### src/rtl/serial_subtractor.sv
// ============================================================================
// Module      : serial_subtractor
// Description : Bit-serial WIDTH-bit subtractor, diff = a - b - borrow_in,
//               one bit per clock, LSB first. The borrow is carried between
//               cycles in a single flip-flop. Operands are accepted and
//               results returned over valid/ready handshakes.
//               Optional feature macro: SERIAL_SUB_OVF_EN adds the signed
//               overflow output 'ovf'.
// Revision    : 1.0 - initial release
// ============================================================================
`default_nettype none

module serial_subtractor #(
   parameter int WIDTH = 8
) (
   input  logic             clk,
   input  logic             rst_n,
   input  logic             start_valid,
   output logic             start_ready,
   input  logic [WIDTH-1:0] a,
   input  logic [WIDTH-1:0] b,
   input  logic             borrow_in,
   output logic             done_valid,
   input  logic             done_ready,
   output logic [WIDTH-1:0] diff,
   output logic             borrow_out,
`ifdef SERIAL_SUB_OVF_EN
   output logic             ovf,
`endif
   output logic             busy
);

   localparam int CW = (WIDTH > 1) ? $clog2(WIDTH) : 1;
   localparam logic [CW-1:0] LAST = CW'(WIDTH - 1);

   typedef enum logic [1:0] {
      IDLE = 2'd0,
      RUN  = 2'd1,
      DONE = 2'd2
   } state_t;

   state_t           state_q;
   logic [CW-1:0]    count_q;
   logic [WIDTH-1:0] a_sh_q;
   logic [WIDTH-1:0] b_sh_q;
   logic [WIDTH-1:0] res_q;
   logic             br_q;
   logic [WIDTH-1:0] diff_q;
   logic             borrow_out_q;
   logic             start_ready_q;
   logic             done_valid_q;
   logic             busy_q;

   logic             a_bit_w;
   logic             b_bit_w;
   logic             d_bit_w;
   logic             br_d;
   logic [WIDTH-1:0] res_d;

`ifdef SERIAL_SUB_OVF_EN
   logic             ovf_q;
   logic             ovf_d;
`endif

   // One full-subtractor slice operating on the current LSBs of the shift regs.
   always_comb begin
      a_bit_w = a_sh_q[0];
      b_bit_w = b_sh_q[0];
      d_bit_w = a_bit_w ^ b_bit_w ^ br_q;
      br_d    = (~a_bit_w & b_bit_w) | (~(a_bit_w ^ b_bit_w) & br_q);
      res_d   = {d_bit_w, res_q[WIDTH-1:1]};
`ifdef SERIAL_SUB_OVF_EN
      // On the final slice the shift-reg LSBs are the original operand MSBs
      // and d_bit_w is the result MSB, so no extra operand storage is needed.
      ovf_d   = (a_bit_w != b_bit_w) & (d_bit_w != a_bit_w);
`endif
   end

   // Control FSM plus datapath registers; all outputs come straight from flops.
   always_ff @(posedge clk or negedge rst_n) begin
      if (!rst_n) begin
         state_q       <= IDLE;
         count_q       <= '0;
         a_sh_q        <= '0;
         b_sh_q        <= '0;
         res_q         <= '0;
         br_q          <= 1'b0;
         diff_q        <= '0;
         borrow_out_q  <= 1'b0;
         start_ready_q <= 1'b1;
         done_valid_q  <= 1'b0;
         busy_q        <= 1'b0;
`ifdef SERIAL_SUB_OVF_EN
         ovf_q         <= 1'b0;
`endif
      end else begin
         case (state_q)
            IDLE: begin
               if (start_valid) begin
                  a_sh_q        <= a;
                  b_sh_q        <= b;
                  br_q          <= borrow_in;
                  count_q       <= '0;
                  state_q       <= RUN;
                  start_ready_q <= 1'b0;
                  busy_q        <= 1'b1;
               end
            end
            RUN: begin
               a_sh_q <= a_sh_q >> 1;
               b_sh_q <= b_sh_q >> 1;
               br_q   <= br_d;
               res_q  <= res_d;
               if (count_q == LAST) begin
                  diff_q       <= res_d;
                  borrow_out_q <= br_d;
`ifdef SERIAL_SUB_OVF_EN
                  ovf_q        <= ovf_d;
`endif
                  done_valid_q <= 1'b1;
                  state_q      <= DONE;
               end else begin
                  count_q <= count_q + 1'b1;
               end
            end
            DONE: begin
               // No bypass: start_ready only returns once back in IDLE.
               if (done_ready) begin
                  done_valid_q  <= 1'b0;
                  start_ready_q <= 1'b1;
                  busy_q        <= 1'b0;
                  state_q       <= IDLE;
               end
            end
            default: begin
               state_q       <= IDLE;
               start_ready_q <= 1'b1;
               done_valid_q  <= 1'b0;
               busy_q        <= 1'b0;
            end
         endcase
      end
   end

   assign start_ready = start_ready_q;
   assign done_valid  = done_valid_q;
   assign busy        = busy_q;
   assign diff        = diff_q;
   assign borrow_out  = borrow_out_q;
`ifdef SERIAL_SUB_OVF_EN
   assign ovf         = ovf_q;
`endif

endmodule

`default_nettype wire
### config.mk
export PLATFORM = sky130hd
export DESIGN_NAME = serial_subtractor
export DESIGN_NICKNAME = d
export VERILOG_FILES = /design/src/rtl/serial_subtractor.sv
export SDC_FILE = /design/constraint.sdc
export NUM_CORES = 1
export LEC_CHECK = 0
export CORE_UTILIZATION = 55
export DETAILED_ROUTE_END_ITERATION = 7
export PLACE_DENSITY_LB_ADDON = 0.1
export SLEW_MARGIN = 20
export SYNTH_ARGS = -nofsm -noshare
export SYNTH_HDL_FRONTEND = slang
export SYNTH_SLANG_ARGS = --single-unit
export TNS_END_PERCENT = 100
### constraint.sdc
create_clock -name clk -period 3.45 [get_ports clk]
set_input_delay 0.5175 -clock clk [delete_from_list [all_inputs] [get_ports clk]]
set_output_delay 0.5175 -clock clk [all_outputs]
set_load 0.005 [all_outputs]
After elaboration in Yosys (flattened, before gate mapping)
Index checks and enable logic that the tools add are counted.
{"block": "totals", "word_cells": 57, "regBits": 42}
{"block": "op_classes", "n_mux": 21, "eq_ne": 7, "n_bitwise": 9, "reduce_logical": 8, "n_addsub": 1}
{"operator": "case mux 8 bit (2 select lines)", "n": 2}
{"operator": "two-way mux 8 bit", "n": 2}
{"operator": "AND reduction 3 bit", "n": 4}
{"operator": "case mux 1 bit (3 select lines)", "n": 3}
{"operator": "inequality test 2 bit (second input constant)", "n": 4}
{"operator": "two-way mux 1 bit", "n": 6}
{"operator": "two-way mux 2 bit", "n": 3}
{"operator": "two-way mux 3 bit", "n": 2}
{"operator": "case mux 2 bit (3 select lines)", "n": 1}
{"operator": "case mux 3 bit (2 select lines)", "n": 1}
{"operator": "inverter 1 bit", "n": 4}
{"operator": "AND reduction 2 bit", "n": 2}
{"operator": "adder 3 x 1 -> 3 bit (second input constant)", "n": 1}
{"operator": "equality test 3 bit (second input constant)", "n": 1}
{"operator": "AND 1 bit", "n": 2}
{"operator": "equality test 2 x 1 -> 1 bit (second input constant)", "n": 1}
{"operator": "equality test 2 bit (second input constant)", "n": 1}
{"operator": "logical NOT 2 bit", "n": 1}
{"operator": "case mux 1 bit (2 select lines)", "n": 1}
{"operator": "nonzero test 2 bit", "n": 1}
{"operator": "XOR 1 bit", "n": 2}
{"operator": "bitwise OR 1 bit", "n": 1}

Longest topological paths before layout
{"block": "logic_depth", "word_depth": 5, "ltp_mapped": 7, "ltp_nobuf": 5}

Least setup slack after synthesis
Ideal clock, no wire load.
{"block": "synth_path", "path_kind": "reg2reg", "startpoint": "reg count_q[0]", "endpoint": "reg diff_q[0], in the netlist diff[0]", "setup_ns": 0.125, "arrival_ns": 1.459, "setup_slack_ns": 1.866, "stages_incl_launch_ff": 7, "n_path_buf": 2, "synth_period_minus_slack_ns": 1.584, "path_cell_list": "dfrtp_1 ha_1 ha_1 clkbuf_2 nand3b_1 buf_6 mux2_4"}
{"block": "synth_between", "elab_chain_len": 2}
{"element": "from (decl)", "line": "43", "rtl": "logic [CW-1:0] count_q;"}
{"element": "from (signal assigned)", "line": "123", "rtl": "count_q <= count_q + 1'b1;"}
{"element": "equality test 3 bit", "line": "114", "rtl": "if (count_q == LAST) begin"}
{"element": "AND reduction 2 bit (no line)"}
{"element": "to (signal assigned)", "line": "115", "rtl": "diff_q <= res_d;"}
{"element": "to (decl)", "line": "48", "rtl": "logic [WIDTH-1:0] diff_q;"}
Every way passes these cells.
A chain may end at the register's enable or synchronous reset.

Worst setup path after layout
{"block": "layout_path", "startpoint": "in start_valid", "endpoint": "reg br_q"}
{"block": "layout_between", "elab_chain_len": 2}
{"element": "from (decl)", "line": "18", "rtl": "input logic start_valid,"}
{"element": "inequality test 2 bit (no line)"}
{"element": "AND reduction 2 bit (no line)"}
{"element": "to (signal assigned)", "line": "102", "rtl": "br_q <= borrow_in;"}
{"element": "to (signal assigned)", "line": "112", "rtl": "br_q <= br_d;"}
{"element": "to (decl)", "line": "47", "rtl": "logic br_q;"}
Every way passes these cells.

==> flow_metrics.tcl <==
set metrics [dict create \
    cts-buffers-inserted 5 \
    final_core_util_pct 67.8 \
    wl_mm 3.62 \
    core_area_sq_um 3360 \
    r2r-end "diff[3]" \
    grt_max_degree 42 \
    wl_per_cell_um 15.5 \
    max_freq_ghz 0.485 \
    clock_path_buffers 2 \
    die_h_um 61.5 \
    worst_path_largest_cell_delay_ns 0.50 \
    p_leak_nw 0.949 \
    die_w_um 61.5 \
    worstRegToRegCells 4 \
    clockRootBuffer "clkbuf_4" \
    critical_path_class "in2reg" \
    ys_seq_elements 41 \
    insertion_delay_ns 0.36 \
    drt_iter0_drc 56 \
    worstSetupPathDepth 5 \
    area_growth_pct 17.2 \
    hpwl_mm 2.38 \
    powerDensity_nw_per_um2 832 \
    syn_nets 183 \
    rsz0062_at_grt "false" \
    maxCapViolations 0 \
    grt_overflow 0 \
    drive_above_1_share_pct 24.1 \
    setup_violations 0 \
    h-tree-depth 2 \
    finalMaxSlewViolations 0 \
    required_ns 3.66 \
    path_clk_slew_ns 0.11 \
    cts.sinks 41 \
    synth.avg_cell_area_sq_um 12.2 \
    place_area_sq_um 2230 \
    worstReg2RegStart "count_q[0]" \
    gp_congestion 0.727 \
    hold_viol_final 0 \
    cp.arrival_ns 2.28 \
    ir_drop_uv 396 \
    final_common_cell "dfrtp_1" \
    grt_pass1_vias 1362 \
    yosysSeqAreaShare_pct 52.8 \
    max-slew-margin-rel_pct 42.0 \
    layout_min_cycle_time_ns 2.06 \
    fin_crit_sh_pct 59.8 \
    drc 0 \
    synth_area_sq_um 1950 \
    io_pins 33 \
    netlist.area_leader.share_pct 51.4 \
    via_per_inst 5.89 \
    ys_warn_count 0 \
    fp.dieArea_sq_um 3780 \
    dr.pass1.iters 4 \
    grt_pass1_wl_mm 5.93 \
    layout_common_cells "40 x dfrtp_1, 31 x clkdlybuf4s50_1, 19 x o22ai_1" \
    syn-instance-count 159 \
    portBuffers 32 \
    crit_end "br_q" \
    skew_ns 0.00607 \
    status "completed" \
    ff2ff_setup_slack_ns 1.49 \
    antennaDiodeCount 0 \
    hold_path_class "in2async" \
    ant_nets 0 \
    hold_buffers 0 \
    antenna_found_initial 0 \
    crit_path_end_kind "register" \
    crit_path_max_fanout 19 \
    cts_resized 0 \
    setup_tns_ns 0 \
    initial_core_util_pct 57.8 \
    worstSetupStartpoint "start_valid" \
    post_cts_buffers 0 \
    n_fill_cell 279 \
    cts_tree "yes" \
    track_usage_pct 21.8 \
    synthDistinctLibCells 32 \
    crit_chain "clkdlybuf4s50_1 -> buf_4 -> nand2b_1 -> o32ai_1 -> a221oi_1" \
    worst-path-buf-inv 2 \
    critPathLaunchType "primary input" \
    yosysTopAreaCell "dfrtp_1" \
    synth_area_leaders "dfrtp_1 51%, o22ai_1 6.1%, o22ai_2 5.8%" \
    num_rows 21 \
    critPathSlowestCell "nand2b_1" \
    tightestPinTransition_ns 0.871 \
    crit_family "buffers and inverters" \
    fin_area_sq_um 2280 \
    vias 1372 \
    nets 210 \
]
cells in the mapped netlist:
library cell  count
nand2b_4          1
o22ai_1          19
and2b_1           1
dfrtp_1          40
a221oi_1          1
buf_12            1
o32ai_1           1
fa_1              1
buf_2             7
mux2_4            7
nor2_1            4
clkbuf_2          1
dfstp_2           1
a22oi_1           2
a21oi_2           8
nand3_1           1
o2bb2ai_1         1
mux2_2            8
o21ai_0          12
o31ai_1           1
nand2_1           4
o21ai_2           1
o22ai_2           9
nand3b_1          1
nand2b_1          2
inv_1             5
ha_1              2
buf_6             2
buf_4             2
nor3_1            1
a21oi_1          11
or2_2             1
kinds of logic (layout without fill, tap and decap cells):
logic type                 count (synthesis)  count (layout)  synth area share [%]
buffers and inverters                     18              46                  5.98
AOI/OAI and AO/OA                         66              66                  24.4
and+or+nand+nor                           16              16                  4.50
DFF                                       41              41                  52.8
adders and majority gates                  3               3                  2.31
muxes                                     15              15                  10.0
stage by stage:
step | hold slack (ns) | power (mW) | cells | setup WS (ns)
2_1_floorplan | 0.222 | 1.44 | 159 | 1.87
5_1_grt | 0.327 | 2.05 | 233 | 1.24
6_report | 0.265 | 1.90 | 233 | 1.39
4_1_cts | 0.291 | 1.91 | 233 | 1.39
3_5_place_dp | 0.482 | 1.68 | 225 | 0.999
3_3_place_gp | 0.468 | 1.63 | 225 | 1.13
worst min-delay path by stage:
| stage | start | endpoint | slack, ns | cells after the start |
|---|---|---|---|---|
| 2_1_floorplan | rst_n | a_sh_q[0] | 0.22 | 0 |
| 3_3_place_gp | borrow_out | borrow_out | 0.47 | 2 |
| 3_5_place_dp | borrow_out | borrow_out | 0.48 | 2 |
| 4_1_cts | rst_n | diff[4] | 0.29 | 1 |
| 5_1_grt | rst_n | diff[4] | 0.33 | 1 |
| 6_report | rst_n | diff[5] | 0.26 | 1 |
power breakdown:
group / leakage [nW] / internal (mW) / switching [mW]
clock: 0.0320 / 0.0777 / 0.154
sequential: 0.482 / 0.705 / 0.181
combinational: 0.435 / 0.444 / 0.334
state kept, by name, indices dropped and copies added, names as in the netlist:
signal	flops
b_sh_q	8
a_sh_q	8
res_q	7
state_q	2
start_ready	1
borrow_out	1
done_valid	1
diff	8
count_q	3
br_q	1
busy	1
final cells by class:
| class | instances | area [sq um] | area share (%) |
|---|---|---|---|
| clock buffer | 6 | 41.3 | 1.81 |
| clock inverter | 2 | 10.0 | 0.439 |
| inverter | 5 | 18.8 | 0.823 |
| multi-input combinational | 100 | 802 | 35.2 |
| sequential | 41 | 1030 | 45.1 |
| tap | 46 | 57.6 | 2.52 |
| timing repair buffer | 33 | 323 | 14.2 |
metal layers:
layer	routed length [um]	up-vias	global-route usage, %
met3	184	6	5.46
met5	0	-	0
met4	48	0	8.89
met2	1770	38	37.4
li1	-	646	-
met1	1620	682	26.4
Power figures use the tool's default switching activity.
